===== src/rtl/cnn_pkg.sv =====
// Shared CNN definitions: layer-4 result geometry and the result-reader state encoding.
package cnn_pkg;

    localparam int L4_LANES  = 16;
    localparam int L4_GROUPS = 4;
    localparam int L4_DW     = 18;

    typedef enum logic [2:0] {
        IDLE,
        CAP,
        SEND,
        DONE,
        CLR
    } rd_state_t;

endpackage


===== src/rtl/l4_result_reader_if.sv =====
// Valid/ready result stream from the layer-4 reader to the next stage.
interface l4_result_reader_if
    import cnn_pkg::*;
#(
    parameter int DW = L4_DW
);

    logic [DW-1:0] out_data;
    logic          out_valid;
    logic          out_ready;
    logic          out_last;

    modport master (output out_data, output out_valid, output out_last, input out_ready);
    modport slave  (input out_data, input out_valid, input out_last, output out_ready);

endinterface


===== src/rtl/l4_result_reader.sv =====
// Captures 64 layer-4 results (4 groups x 16 lanes) on a rising rdy and streams them
// one word per cycle, then pulses tx_done so layer 4 can clear for the next image.
module l4_result_reader
    import cnn_pkg::*;
#(
    parameter int LANES  = L4_LANES,
    parameter int GROUPS = L4_GROUPS,
    parameter int DW     = L4_DW
) (
    input  logic                      clk,
    input  logic                      rst_n,
    input  logic                      rdy,
    input  logic [LANES-1:0][DW-1:0]  din,
    l4_result_reader_if.master        out_if,
    output logic                      tx_done,
    output logic                      busy
);

    localparam int WORDS  = LANES * GROUPS;
    localparam int IDX_W  = $clog2(WORDS);
    localparam int GRP_W  = $clog2(GROUPS);
    localparam int LANE_W = $clog2(LANES);

    rd_state_t        state_q, state_d;
    logic [IDX_W-1:0] idx_q, idx_d;
    logic [GRP_W-1:0] grp_q, grp_d;
    logic             wait_q, wait_d;
    logic             rdy_q;
    logic             start;
    logic             hs;
    logic             cap_en;
    logic [DW-1:0]    mem_q [WORDS];

    assign start = rdy & ~rdy_q;
    assign hs    = out_if.out_valid & out_if.out_ready;

    always_comb begin
        // NOTE: every combinational output gets a default first so no path can infer a latch.
        state_d = state_q;
        idx_d   = idx_q;
        grp_d   = grp_q;
        wait_d  = wait_q;
        cap_en  = 1'b0;
        unique case (state_q)
            IDLE: begin
                if (start) begin
                    state_d = CAP;
                    grp_d   = '0;
                    wait_d  = 1'b1;
                end
            end
            CAP: begin
                if (!rdy) begin
                    state_d = IDLE;
                end else if (wait_q) begin
                    wait_d = 1'b0;   // RAM read latency: first group arrives next cycle
                end else begin
                    cap_en = 1'b1;
                    grp_d  = grp_q + GRP_W'(1);
                    if (grp_q == GRP_W'(GROUPS - 1)) begin
                        state_d = SEND;
                        idx_d   = '0;
                    end
                end
            end
            SEND: begin
                if (!rdy) begin
                    state_d = IDLE;
                end else if (hs) begin
                    idx_d = idx_q + IDX_W'(1);
                    if (idx_q == IDX_W'(WORDS - 1)) state_d = DONE;
                end
            end
            DONE: state_d = CLR;
            CLR: begin
                if (!rdy) state_d = IDLE;
            end
            default: state_d = IDLE;
        endcase
    end

    // NOTE: state and counters use non-blocking assignments so all flops update together on the edge.
    always_ff @(posedge clk or negedge rst_n) begin
        if (!rst_n) begin
            state_q <= IDLE;
            idx_q   <= '0;
            grp_q   <= '0;
            wait_q  <= 1'b0;
            rdy_q   <= 1'b0;
        end else begin
            state_q <= state_d;
            idx_q   <= idx_d;
            grp_q   <= grp_d;
            wait_q  <= wait_d;
            rdy_q   <= rdy;
        end
    end

    // NOTE: the result buffer has no reset; it is always fully rewritten before SEND reads it.
    always_ff @(posedge clk) begin
        if (cap_en) begin
            for (int n = 0; n < LANES; n++) begin
                mem_q[{grp_q, LANE_W'(n)}] <= din[n];
            end
        end
    end

    assign out_if.out_valid = (state_q == SEND);
    assign out_if.out_data  = out_if.out_valid ? mem_q[idx_q] : '0;
    assign out_if.out_last  = out_if.out_valid && (idx_q == IDX_W'(WORDS - 1));
    assign tx_done          = (state_q == DONE);
    assign busy             = (state_q != IDLE);

endmodule


===== src/flat_wrapper.sv =====
// flat-port wrapper written by rule: the top's interface ports become plain ports
module l4_result_reader_flat import cnn_pkg::*;
#(
    parameter int LANES  = L4_LANES,
    parameter int GROUPS = L4_GROUPS,
    parameter int DW     = L4_DW
)
  (clk, rst_n, rdy, din, tx_done, busy, out_if_out_data, out_if_out_valid, out_if_out_last, out_if_out_ready);
  l4_result_reader_if #(.DW(DW)) out_if_i ();
  input  logic clk;
  input  logic rst_n;
  input  logic rdy;
  input  logic [LANES-1:0][DW-1:0] din;
  output logic tx_done;
  output logic busy;
  output wire logic [$bits(out_if_i.out_data)-1:0] out_if_out_data;
  output wire logic [$bits(out_if_i.out_valid)-1:0] out_if_out_valid;
  output wire logic [$bits(out_if_i.out_last)-1:0] out_if_out_last;
  input wire logic [$bits(out_if_i.out_ready)-1:0] out_if_out_ready;
  assign out_if_out_data = out_if_i.out_data;
  assign out_if_out_valid = out_if_i.out_valid;
  assign out_if_out_last = out_if_i.out_last;
  assign out_if_i.out_ready = out_if_out_ready;
  l4_result_reader #(.LANES(LANES), .GROUPS(GROUPS), .DW(DW)) u_core (.clk(clk), .rst_n(rst_n), .rdy(rdy), .din(din), .out_if(out_if_i), .tx_done(tx_done), .busy(busy));
endmodule

===== config.mk =====
export PLATFORM = sky130hd
export DESIGN_NAME = l4_result_reader_flat
export DESIGN_NICKNAME = d
export VERILOG_FILES = /design/src/rtl/cnn_pkg.sv /design/src/rtl/l4_result_reader_if.sv /design/src/rtl/l4_result_reader.sv /design/src/flat_wrapper.sv
export SDC_FILE = /design/constraint.sdc
export NUM_CORES = 1
export LEC_CHECK = 0
export CORE_MARGIN = 4
export CORE_UTILIZATION = 29
export CTS_CLUSTER_SIZE = 12
export DETAILED_ROUTE_END_ITERATION = 6
export GPL_ROUTABILITY_DRIVEN = 0
export REMOVE_ABC_BUFFERS = 1
export SYNTH_ARGS = -nofsm -noshare
export SYNTH_HDL_FRONTEND = slang
export SYNTH_SLANG_ARGS = --single-unit

===== constraint.sdc =====
create_clock -name clk -period 21.2 [get_ports clk]
set_clock_uncertainty 0.05 [all_clocks]
set_input_delay 4.24 -clock clk [delete_from_list [all_inputs] [get_ports clk]]
set_output_delay 4.24 -clock clk [all_outputs]
set_load 0.05 [all_outputs]

==> impl_metrics.tcl <==
set metrics [dict create \
    outcome "completed" \
    synth_fa_ha_area_share_pct 0.140 \
    max_stage_delay_ns 0.96 \
    worstPathBufferInverterCount 3 \
    crit_chain "buf_12, buf_4, mux4_2, mux2i_1, nor2_1, a2111oi_0, o32ai_1, clkdlybuf4s50_1" \
    fmax_mhz 99.9 \
    async_flop_share_pct 1.12 \
    drtIter0Drc 1747 \
    grt_overflow_total 0 \
    muxShareOfSynthArea_pct 15.7 \
    rows 143 \
    track_usage_pct 13.3 \
    maxSlewViolCount 0 \
    layout_setup_ws_ns 11.19 \
    ant_nets 0 \
    cts-root-buf "clkbuf_16" \
    syn2layout_area_growth_pct 21.1 \
    placedCellCount 4302 \
    cp-end-kind "output pin" \
    arrival_ns 5.72 \
    syn_inst 2041 \
    yosysTopAreaCell "edfxtp_1" \
    ys_warn_count 0 \
    start_util_pct 29.3 \
    cts_buffer_depth 3 \
    cts_tree "yes" \
    min_path_cells 1 \
    die_area_mm2 0.161 \
    grt_pass1_vias 22846 \
    finalSetupTns_ns 0 \
    wl_per_cell_um 23.9 \
    crit_cells 8 \
    post_cts_resized 0 \
    synth_edf_count 1152 \
    grt_first_pass_wirelength_mm 158 \
    hold_violations 0 \
    grt_max_degree 137 \
    rsz0062_at_grt "no" \
    critPathKind "reg2out" \
    hp-class "reg2reg" \
    max-cap-violations 0 \
    die_y_um 401 \
    route.vias.total 21608 \
    irDropWorstVdd_mv 0.0631 \
    clock_latency_ns 0.73 \
    nNetsFinal 2702 \
    ys.flop_type "edfxtp_1" \
    synth_seq_cells 1165 \
    fin_crit_ns 10.01 \
    pre_cts_slack_ns 11.84 \
    syn_area_per_cell_um2 21.9 \
    cp_max_fo 105 \
    clk_pin_slew_worst_paths_ns 0.06 \
    wl_mm 108 \
    rr_worst_depth 6 \
    first_pass_iters 5 \
    cts_sinks 1165 \
    leakagePower_nw 16.3 \
    synth-compound-area-share_pct 3.20 \
    io_pins 314 \
    yosysSeqAreaShare_pct 78.0 \
    antenna_found_initial 28 \
    drc_errors 0 \
    synth_xor_area_share_pct 0.0782 \
    tightest_slew_ns 1.06 \
    fin_cells 4541 \
    syn_area_mm2 0.0448 \
    core_area_mm2 0.153 \
    synth.most_common_cell "edfxtp_1" \
    ys_types 54 \
    htree_levels 4 \
    cts_setup_buffers 0 \
    cts_hold_buf 0 \
    setup_viol 0 \
    cpLargestDelayFamily "buffers and inverters" \
    portBuffers 313 \
    hpwl_mm 68.9 \
    slew_headroom_pct 29.5 \
    synth-simple-area-share_pct 1.30 \
    required_ns 16.91 \
    ys_top_cells_by_count "1,152 x edfxtp_1, 217 x mux4_2, 213 x mux2i_1" \
    synthTopCellsByArea "edfxtp_1 77%, mux4_2 11%, mux2i_1 4.8%, dfrtp_1 0.73%, o22ai_1 0.71%" \
    die_width_um 401 \
    power_density_mw_per_mm2 95.9 \
    start_kind "register" \
    slowest_stage "dfrtp_4" \
    synth_top_family_by_area "multiplexers" \
    via_per_inst 4.76 \
    cts_buffers 131 \
    drive_gt1_share_pct 17.9 \
    synth.top_cell.area_share_pct 77.2 \
    finalCritPeriodShare_pct 47.2 \
]
==> cells in the final DEF (no fill, tap or decap), types with 18 or more instances in the layout <==
cell type           n
edfxtp_1         1152
clkdlybuf4s50_1   313
mux4_2            217
mux2i_1           213
clkbuf_16         131
nor2_1             76
o22ai_1            51
a2111oi_0          32
clkbuf_1           30
buf_4              25
clkinv_1           22
o32ai_1            18
==> path summary, 6_finish.rpt <==
check	startpoint	slack, ns	endpoint
setup / recovery	u_core.idx_q[0]$_DFFE_PN0P_	11.19	out_if_out_data[13]
hold / removal	u_core.state_q[2]$_DFFE_PN0P_	0.52	u_core.state_q[0]$_DFFE_PN0P_
setup reg to reg	u_core.state_q[1]$_DFFE_PN0P_	17.16	u_core.mem_q[28][11]$_DFFE_PP_
hold reg to reg	u_core.state_q[2]$_DFFE_PN0P_	0.52	u_core.state_q[0]$_DFFE_PN0P_
max in group asynchronous	rst_n	16.77	u_core.idx_q[4]$_DFFE_PN0P_
min in group asynchronous	rst_n	3.86	u_core.state_q[2]$_DFFE_PN0P_
==> metal layers <==
layer  vias to the layer above  global-route usage, %  part of all wire (%)
met2                       717                   21.1                    48
met1                     11294                   17.6                    43
met4                        14                   3.79                   2.1
li1                       9412                      -                     -
met3                       171                   3.97                   7.2
met5                         -                      0                 0.089
==> logic make-up after synthesis <==
family	after synthesis
flops	1165
mux	430
compound gates	189
simple gates	126
buf+inv	122
fa+ha+maj	5
xor+xnor	4
==> state kept, by name (all words and copies together), names as in the netlist <==
register	flops
u_core.grp_q	2
u_core.idx_q	6
u_core.mem_q	1152
u_core.rdy_q	1
u_core.state_q	3
u_core.wait_q	1
==> final cells by class <==
type | count | area (um^2)
fill | 14183 | 98600
tap | 2030 | 2540
sequential | 1165 | 34900
clock inverter | 65 | 638
inverter | 7 | 27.5
timing repair buffer | 346 | 3480
clock buffer | 161 | 3390
antenna | 13 | 32.5
multi-input combinational | 754 | 9180
==> report_power, final <==
| part | switching (mW) | internal (mW) |
|---|---|---|
| registers | 0.0460 | 2.70 |
| logic | 0.206 | 0.119 |
| clock network | 0.912 | 1.22 |
==> through the flow <==
step | hold slack, ns | area (um^2) | util (%) | power, mW
final | 0.516 | 54200 | 35.5 | 5.20
after global routing | 0.543 | 54200 | 35.5 | 5.40
after CTS | 0.506 | 54200 | 35.5 | 5.27
after detailed placement | 0.490 | 50200 | 32.8 | 3.12
after global placement | 0.479 | 50200 | 32.8 | 3.11
after floorplan | 0.423 | 44100 | - | 2.97
(Power assumes the default switching activity.)
